$ cat src/rtl/bcd_bin_shiftsub3.sv
// Sequential BCD-to-binary converter (reverse double-dabble: shift right, subtract 3).
// Optional digit validity check: define BCDBIN_ERRCHK_EN to enable the error path.
// Without it, err is tied low and every accepted start runs the full BINW iterations.
module bcd_bin_shiftsub3 #(
    parameter int unsigned DIGITS = 3,
    parameter int unsigned BINW   = 10
) (
    input  logic                clock,
    input  logic                reset,
    input  logic                start,
    input  logic [4*DIGITS-1:0] bcdin,
    output logic [BINW-1:0]     bindata,
    output logic                busy,
    output logic                done,
    output logic                err
);

    localparam int unsigned   BcdW    = 4 * DIGITS;
    localparam int unsigned   CntW    = $clog2(BINW + 1);
    localparam logic [CntW-1:0] LastCnt = CntW'(BINW - 1);
    localparam logic [CntW-1:0] MaxCnt  = CntW'(BINW);

    typedef enum logic [1:0] {StIdle, StConv, StDone} state_e;

    state_e               state_q, state_d;
    logic [BcdW-1:0]      bcd_q, bcd_d;
    logic [BINW-1:0]      bin_q, bin_d;
    logic [CntW-1:0]      cnt_q, cnt_d;
    logic [BINW-1:0]      bindata_q, bindata_d;
    logic                 busy_q, busy_d;
    logic                 done_q, done_d;
    logic [BcdW+BINW-1:0] shifted;
    logic [BcdW-1:0]      adj_bcd;

`ifdef BCDBIN_ERRCHK_EN
    logic                 bad_digit;
    logic                 errp_q, errp_d;
    logic                 err_q, err_d;

    // Flag any input digit above 9; only consulted when start is accepted.
    always_comb begin
        bad_digit = 1'b0;
        for (int i = 0; i < int'(DIGITS); i++) begin
            if (bcdin[4*i +: 4] > 4'd9) bad_digit = 1'b1;
        end
    end

    assign err = err_q;
`else
    assign err = 1'b0;
`endif

    // One iteration: shift {bcd, bin} right, then pull each digit >= 8 down by 3.
    always_comb begin
        shifted = {bcd_q, bin_q} >> 1;
        adj_bcd = shifted[BINW +: BcdW];
        for (int i = 0; i < int'(DIGITS); i++) begin
            if (adj_bcd[4*i +: 4] >= 4'd8) adj_bcd[4*i +: 4] = adj_bcd[4*i +: 4] - 4'd3;
        end
    end

    // Next-state and registered-output logic for the IDLE -> CONV -> DONE sequence.
    always_comb begin
        state_d   = state_q;
        bcd_d     = bcd_q;
        bin_d     = bin_q;
        cnt_d     = cnt_q;
        bindata_d = bindata_q;
        busy_d    = 1'b0;
        done_d    = 1'b0;
`ifdef BCDBIN_ERRCHK_EN
        errp_d    = errp_q;
        err_d     = 1'b0;
`endif
        unique case (state_q)
            StIdle: begin
                if (start) begin
                    bcd_d = bcdin;
                    bin_d = '0;
                    cnt_d = '0;
`ifdef BCDBIN_ERRCHK_EN
                    errp_d = bad_digit;
                    if (bad_digit) begin
                        state_d = StDone;
                    end else begin
                        state_d = StConv;
                        busy_d  = 1'b1;
                    end
`else
                    state_d = StConv;
                    busy_d  = 1'b1;
`endif
                end
            end
            StConv: begin
                bcd_d = adj_bcd;
                bin_d = shifted[BINW-1:0];
                cnt_d = (cnt_q == MaxCnt) ? cnt_q : cnt_q + 1'b1;
                if (cnt_q == LastCnt) begin
                    state_d = StDone;
                end else begin
                    busy_d = 1'b1;
                end
            end
            StDone: begin
                bindata_d = bin_q;
                done_d    = 1'b1;
                state_d   = StIdle;
`ifdef BCDBIN_ERRCHK_EN
                if (errp_q) bindata_d = '0;
                err_d  = errp_q;
                errp_d = 1'b0;
`endif
            end
            default: state_d = StIdle;
        endcase
    end

    // State and output registers; reset aborts any conversion in flight.
    always_ff @(posedge clock or posedge reset) begin
        if (reset) begin
            state_q   <= StIdle;
            bcd_q     <= '0;
            bin_q     <= '0;
            cnt_q     <= '0;
            bindata_q <= '0;
            busy_q    <= 1'b0;
            done_q    <= 1'b0;
`ifdef BCDBIN_ERRCHK_EN
            errp_q    <= 1'b0;
            err_q     <= 1'b0;
`endif
        end else begin
            state_q   <= state_d;
            bcd_q     <= bcd_d;
            bin_q     <= bin_d;
            cnt_q     <= cnt_d;
            bindata_q <= bindata_d;
            busy_q    <= busy_d;
            done_q    <= done_d;
`ifdef BCDBIN_ERRCHK_EN
            errp_q    <= errp_d;
            err_q     <= err_d;
`endif
        end
    end

    assign bindata = bindata_q;
    assign busy    = busy_q;
    assign done    = done_q;

endmodule
$ cat config.mk
export PLATFORM = sky130hd
export DESIGN_NAME = bcd_bin_shiftsub3
export DESIGN_NICKNAME = d
export VERILOG_FILES = /design/src/rtl/bcd_bin_shiftsub3.sv
export SDC_FILE = /design/constraint.sdc
export NUM_CORES = 1
export LEC_CHECK = 0
export ABC_AREA = 1
export BUFFER_PORTS_ARGS = -buffer_cell sky130_fd_sc_hd__buf_2
export CAP_MARGIN = 20
export CORE_MARGIN = 4
export CORE_UTILIZATION = 50
export CTS_CLUSTER_SIZE = 28
export DETAILED_ROUTE_END_ITERATION = 6
export PLACE_DENSITY = 0.78
export SYNTH_ARGS = -nofsm -noshare
export SYNTH_HDL_FRONTEND = slang
export SYNTH_SLANG_ARGS = --single-unit
$ cat constraint.sdc
create_clock -name clock -period 1.6 [get_ports clock]
set_clock_uncertainty 0.1 [all_clocks]
set_input_delay 0 -clock clock [delete_from_list [all_inputs] [get_ports clock]]
set_output_delay 0 -clock clock [all_outputs]
set_load 0.03 [all_outputs]
==> results by group, run 1 <==
Job
  • Max cap viols: 0

Routing
  • DR DRC count: 0
  • First DRT Iteration DRCs: 84
  • Detailed-route wire length: 3710 um
  • Number of iterations in the first detailed-routing pass: 4
  • Avg WL per Cell: roughly 12 um
  • Number of nets still failing antenna checks after routing: 0
  • Avg Vias per Cell: about 4.9
  • Vias after detailed routing: between 1,500 and 2,000

Yosys
  • FFs w/ async S/R, synth: 100.0%
  • Most numerous cell types in the synthesized netlist: nand2_1 (68), dfrtp_1 (40), inv_1 (26)
  • Cell area after synthesis: about 1900 um^2
  • Post-synth top area share: about 54%
  • Number of cells produced by synthesis: 215
  • Portion of the post-synthesis area used by sequential elements: 54.09%
  • Post-synthesis sequential element count: 40
  • Most numerous cell in the Yosys netlist: nand2_1
  • Count of flip-flops with a built-in enable after synthesis: 0
  • Largest area contributor in the synthesized netlist: dfrtp_1
  • Number of distinct library cells after synthesis: 23
  • Synth Net Count: roughly 240
  • Post-synthesis area per instance: around 8.6 um^2
  • Top area cells in the synthesized netlist: dfrtp_1 (54%), nand2_1 (14%), o21ai_0 (5.4%), inv_1 (5.3%), ha_1 (4.7%)
  • Syn. warnings: 0
  • Most used flip-flop cell after synthesis: dfrtp_1

Critical path
  • Kind of start point of the critical path: flop
  • Critical path endpoint category: flop
  • Delay contributed by the slowest stage of the critical path: between 400 and 500 ps
  • Slack of the worst reg-to-reg path: 230 ps
  • Required @ worst endpoint: 1720 ps
  • Crit path max fanout: 12
  • Cell depth of the worst flop-to-flop path: 6
  • Cell breakdown of the critical path: inv_2, nand3_4, nand2_1, buf_4, nand2_1, a21oi_1
  • Slowest cell on crit path: dfrtp_1
  • Library cell appearing most often on the critical path: nand2_1
  • Worst Path Buf+Inv: 2
  • Critical R2R Launch: state_q[0]$_DFFE_PP0P_
  • Class of the most critical setup path: reg -> reg
  • Endpoint of the worst-slack reg-to-reg timing path: bcd_q[3]$_DFFE_PP0P_
  • Critical path arrival: roughly 1500 ps
  • Largest delay contributor family on the critical path: flip-flops

Die
  • Number of top-level pins: 28
  • DIE AREA: 4738 um^2
  • Die X: ~69 um
  • Initial Utilization: 53.76%
  • Number of placement rows: 21
  • Core ar.: ~3400 um^2
  • Floorplan die height: slightly below 70 um

Cells and area
  • Final design area excluding fillers: between 2000 and 2500 um^2
  • N_diodes: 0
  • Fraction of layout cells with a size suffix above 1: around 18%
  • Area overhead of the layout relative to synthesis: 23.60%
  • Number of nets at the end of the flow: between 200 and 300

Timing
  • Total count of hold-check failures in the final report: 0
  • Max Clk Rate: 728.4 MHz
  • Setup violation total in the final timing report: 0
  • RSZ-0062 raised after global routing: no
  • Fin crit period: 1373 ps
  • Hold Worst Slack: 268.1 ps
  • Final Max Slew Viols: 0
  • Period utilization: a little under nine tenths
  • Setup total negative slack: 0 ps

Global route
  • Total overflow reported by the global router: 0
  • First-pass GRT wire length: roughly 6400 um
  • Total Routing Usage GR: 18.51%
  • Number of global-route vias before repair: between 1,000 and 1,500
  • Antenna violations before repair: 0
  • Pin count of the biggest net entering global routing: slightly above 40

Min path
  • Worst Hold Class: in -> async

CTS
  • Buffer levels on the longest clock path: 2
  • Post-CTS setup buffer count: 0
  • Clock tree from TritonCTS: done
  • Root Buffer: clkbuf_8
  • Post-CTS resize count: 0
  • Clock-pin slew on the worst setup and hold paths: about 80 ps
  • Insertion delay to the later sink of the worst-skew pair: approximately 290 ps
  • Number of buffers added by the clock tree synthesis step: 5
  • Clock sink total: 40
  • H-tree lvl count: 2

Placement
  • Buffers on Ports: 26
  • Post-Place Cell Area: 2039 um^2
  • Final HPWL from detailed placement: ~2500 um
  • Routability congestion estimate: 0.7935

Status
  • Run status: complete, no violations

Power and ir drop
  • Static leakage power: about 1.2 nW
  • Power per cell area: ~1900 nW/um^2
  • Peak ir drop on the vdd network: 0.0006852 V
## report_power, final
part | internal, mW | switching [mW] | leakage [nW]
clock network | 0.463 | 0.335 | 0.0552
logic | 0.664 | 1.17 | 0.649
registers | 1.41 | 0.263 | 0.491
## worst max-delay path by stage
stage,to,depth (start not counted),startpoint,slack (ps)
after floorplan,cnt_q[2]$_DFFE_PP0P_,7,cnt_q[0]$_DFFE_PP0P_,360
after global placement,bcd_q[3]$_DFFE_PP0P_,6,state_q[0]$_DFFE_PP0P_,280
after detailed placement,bcd_q[3]$_DFFE_PP0P_,6,state_q[0]$_DFFE_PP0P_,230
after CTS,bcd_q[3]$_DFFE_PP0P_,6,state_q[0]$_DFFE_PP0P_,210
after global routing,cnt_q[2]$_DFFE_PP0P_,7,cnt_q[0]$_DFFE_PP0P_,110
final,bcd_q[3]$_DFFE_PP0P_,6,state_q[0]$_DFFE_PP0P_,230
## metrics by stage
step / utilization, % / worst slack [ps] / std cells / power [mW]
6_report: 66.45 / 227.1 / 308 / 4.309
5_1_grt: 66.45 / 111.7 / 308 / 4.698
4_1_cts: 66.45 / 212.2 / 308 / 4.334
3_5_place_dp: 59.25 / 229.6 / 286 / 3.499
3_3_place_gp: 59.25 / 284.3 / 286 / 3.406
2_1_floorplan: - / 359.7 / 215 / 3.032
## kinds of logic after synthesis
kind of cell	count (synthesis)	share of synthesized area (%)
other cells	1	0.2026
compound gates	41	11.76
flops	40	54.09
fa+ha+maj	7	4.733
xor+xnor	1	0.4734
buf+inv	37	8.789
simple gates	88	19.95
## timing repair
action / CTS / global route
hold buffers: 14 / 0
hold endpoints to repair: 54 / 0
setup endpoints to repair: 0 / 0
## tightest hold or removal path, stage by stage
cell           delay (ps)
dlygate4sd3_1         530
buf_2                 120
inv_1                  40
buf_4                 420
## state kept, by name, summed over array words and instances, names as in the netlist
name,flops
busy,1
done,1
cnt_q,4
bin_q,10
bindata,10
bcd_q,12
state_q,2
## layer usage
layer  wire length, um  track usage, %
met2              1871           30.63
met1              1572           21.58
met3               163           5.511
met5                 0               0
met4               102           9.732
## placed cells by master, fill, tap and decap left out, drive strengths merged, types with 6 or more instances in the layout
master       netlist  layout
ha                 7       7
nor2               9       9
clkbuf             1       6
nand2             69      69
nand3              9       9
dlygate4sd3        0      14
a21oi              6       6
buf                7      33
o22ai             10      10
o21ai             25      25
inv               29      29
dfrtp             40      40
## final cells by class
type | count | area (um^2)
fill | 283 | 1155
timing repair buffer | 47 | 322.8
clock buffer | 6 | 72.57
inverter | 29 | 111.4
clock inverter | 2 | 35.03
multi-input combinational | 138 | 686.9
tap | 46 | 57.56
sequential | 40 | 1001
Power figures use the tool's default switching activity.
==> inputs of run 2 (changes only) <==
- ABC_AREA: 1 -> not set
- GPL_ROUTABILITY_DRIVEN: not set -> 1
==> results by group, run 2 <==
Routing
  • Vias after detailed routing: 1,413 (-6.7%)
  • Avg Vias per Cell: 5.195 (+5.6%)
  • Number of iterations in the first detailed-routing pass: 4 (unchanged)
  • Avg WL per Cell: 13.74 um (+14%)
  • Detailed-route wire length: 3737 um (+0.73%)
  • DR DRC count: 0 (unchanged)
  • Number of nets still failing antenna checks after routing: 0 (unchanged)
  • First DRT Iteration DRCs: 82 (-2.4%)

Cells and area
  • Util after Layout: 63.64% (-2.8 points)
  • Fraction of layout cells with a size suffix above 1: 30.94% (+13 points)
  • Largest reg by FF count: bcd_q
  • FF+latch area: 1001 um^2 (unchanged)
  • Filler instances: 318 (+12%)
  • Number of nets at the end of the flow: 244 (-14%)
  • Largest register FFs: 12 (unchanged)
  • Commonest non-fill, non-tap cell in the layout: dfrtp_1
  • Multi-input gate area: 823.3 um^2 (+20%)
  • Area overhead of the layout relative to synthesis: 20.54%
  • Most used cells in the layout excluding fill and tap cells: dfrtp_1 (40), nand2_1 (28), buf_2 (26)
  • Final design area excluding fillers: 2365 um^2 (+3.4%)
  • Final std cells w/o fill: 272 (-12%)

CTS
  • Clock tree from TritonCTS: done
  • Post-CTS setup buffer count: 0 (unchanged)
  • Insertion delay to the later sink of the worst-skew pair: 300 ps (about the same)
  • Clock-pin slew on the worst setup and hold paths: 80 ps (about the same)
  • Root Buffer: clkbuf_8
  • Buffer levels on the longest clock path: 2 (unchanged)
  • CTS Hold Buffers Added: 9 (-5)
  • Post-CTS resize count: 0 (unchanged)
  • Number of buffers added by the clock tree synthesis step: 5 (unchanged)
  • Clock sink total: 40 (unchanged)
  • H-tree lvl count: 2 (unchanged)

Global route
  • Number of global-route vias before repair: 1,379 (-1.5%)
  • Pin count of the biggest net entering global routing: 41 (unchanged)
  • First-pass GRT wire length: 6265 um (-1.4%)
  • Antenna violations before repair: 0 (unchanged)
  • Total Routing Usage GR: 16.17% (-2.3 points)
  • Total overflow reported by the global router: 0 (unchanged)

Die
  • Floorplan die height: 70.64 um (+2.6%)
  • Die X: 70.64 um (+2.6%)
  • Initial Utilization: 52.79% (-0.97 points)
  • Number of top-level pins: 28 (unchanged)
  • Core ar.: 3716 um^2 (+8.0%)
  • Number of placement rows: 22 (+4.8%)
  • DIE AREA: 4990 um^2 (+5.3%)

Timing
  • Max Clk Rate: 697.6 MHz (-4.2%)
  • Hold Worst Slack: -2.655 ps (-270.8 ps)
  • Post-layout worst setup margin: 166.5 ps (-60.64 ps)
  • Measured slew at the worst slew-check pin: a little over 500 ps
  • Setup violation total in the final timing report: 0 (unchanged)
  • Final Max Slew Viols: 0 (unchanged)
  • RSZ-0062 raised after global routing: no
  • Setup total negative slack: 0 ps (unchanged)
  • Fin crit period: 1434 ps (+60.64 ps)
  • Total count of hold-check failures in the final report: 1 (+1)
  • Normalized max-slew margin: about 66%
  • Period utilization: 89.59% (+3.8 points)

Yosys
  • Syn. warnings: 0 (unchanged)
  • Most used flip-flop cell after synthesis: dfrtp_1
  • Count of flip-flops with a built-in enable after synthesis: 0 (unchanged)
  • Post-synth top area share: 51.02% (-3.1 points)
  • Cell area after synthesis: 1962 um^2 (+6.0%)
  • Post-synthesis sequential element count: 40 (unchanged)
  • Top area cells in the synthesized netlist: dfrtp_1 (51%), mux2_2 (5.7%), nand2_1 (5.4%), nand3_2 (5.1%), ha_1 (4.5%)
  • Number of cells produced by synthesis: 179 (-17%)
  • Largest area contributor in the synthesized netlist: dfrtp_1
  • FFs w/ async S/R, synth: 100.0% (unchanged)
  • Portion of the post-synthesis area used by sequential elements: 51.02% (-3.1 points)
  • Most numerous cell in the Yosys netlist: dfrtp_1
  • Number of distinct library cells after synthesis: 36 (+57%)
  • Post-synthesis area per instance: 10.96 um^2 (+27%)
  • Most numerous cell types in the synthesized netlist: dfrtp_1 (40), nand2_1 (28), inv_1 (12)
  • Synth Net Count: 201 (-15%)

Critical path
  • Class of the most critical setup path: reg -> reg
  • Critical path arrival: 1520 ps (+20 ps)
  • Kind of start point of the critical path: flop
  • Crit path max fanout: 8 (-4)
  • Required @ worst endpoint: 1680 ps (-40 ps)
  • Critical path endpoint category: flop

Power and ir drop
  • Power per cell area: 1854 nW/um^2 (-1.6%)
  • Static leakage power: 1.222 nW (+2.2%)
  • Overall Power: 4.383 mW (+1.7%)
  • Peak ir drop on the vdd network: 0.0007690 V (+12%)

Status
  • Violated checks: hold timing
  • Run status: complete, but fails checks

Placement
  • Placed Cells: 254 (-11%)
  • Final HPWL from detailed placement: 2552 um (+3.1%)
  • Routability congestion estimate: 0.8018 (+1.0%)
  • Place WS: 174.7 ps (-54.87 ps)
  • Post-Place Cell Area: 2157 um^2 (+5.8%)
  • Buffers on Ports: 26 (unchanged)

Job
  • Max cap viols: 0 (unchanged)

Min path
  • Worst Hold Class: in -> reg
run 2: changes by cell type in the layout (fill, tap and decap cells not counted), sizes merged, moves of 5 or more:
cell,delta
buf,+6
dlygate4sd3,-5
inv,-16
mux2,+10
mux2i,+5
nand2,-41
nand3,+9
nor2,-7
nor2b,+6
o21ai,-22
o22ai,-10
run 2: report_power, final:
part           switching (mW)  leakage (nW)  internal [mW]
logic                   0.968         0.658          0.779
clock network           0.386        0.0548          0.470
registers               0.353         0.509           1.43
run 2: kinds of logic after synthesis:
| kind of cell | share of synthesized area, % |
|---|---|
| buffers and inverters | 7.015 |
| muxes | 8.291 |
| xor gates and xnor gates | 1.786 |
| and+or+nand+nor | 17.48 |
| DFF | 51.02 |
| other | 0.1911 |
| AOI/OAI and AO/OA | 9.758 |
| adders and majority gates | 4.464 |
run 2: worst paths after layout:
check | cells after the start | from | to | slack [ps]
setup / recovery | 4 | state_q[1]$_DFFE_PP0P_ | bcd_q[10]$_DFFE_PP0P_ | 170
hold / removal | 3 | bcdin[7] | bcd_q[7]$_DFFE_PP0P_ | -3
setup reg to reg | 4 | state_q[1]$_DFFE_PP0P_ | bcd_q[10]$_DFFE_PP0P_ | 170
hold reg to reg | 2 | bcd_q[10]$_DFFE_PP0P_ | bcd_q[9]$_DFFE_PP0P_ | 390
max in group asynchronous | 4 | reset | bindata[8]$_DFFE_PP0P_ | 780
min in group asynchronous | 4 | reset | bindata[1]$_DFFE_PP0P_ | 260
run 2: per-layer routing:
metal  vias to the layer above  track usage, %  routed length [um]
li1                        690               -                   -
met2                        25           24.74                1832
met5                         -               0                   0
met3                        10           5.114                 145
met4                         0           8.351                 106
met1                       688           20.64                1652
run 2: layout make-up:
class / instances / area share (%)
Sequential cell: 40 / 42.33
Multi-Input combinational cell: 115 / 34.81
Timing Repair Buffer: 48 / 13.44
Clock buffer: 5 / 2.910
Tap cell: 48 / 2.540
Clock inverter: 3 / 1.958
Inverter: 12 / 1.905
Antenna cell: 1 / 0.1058
run 2: worst max-delay path, stage by stage, from the launching register on:
cell	delay [ps]
dfrtp_1	460
or3b_1	430
buf_4	170
nand3_1	90
nand3_1	80
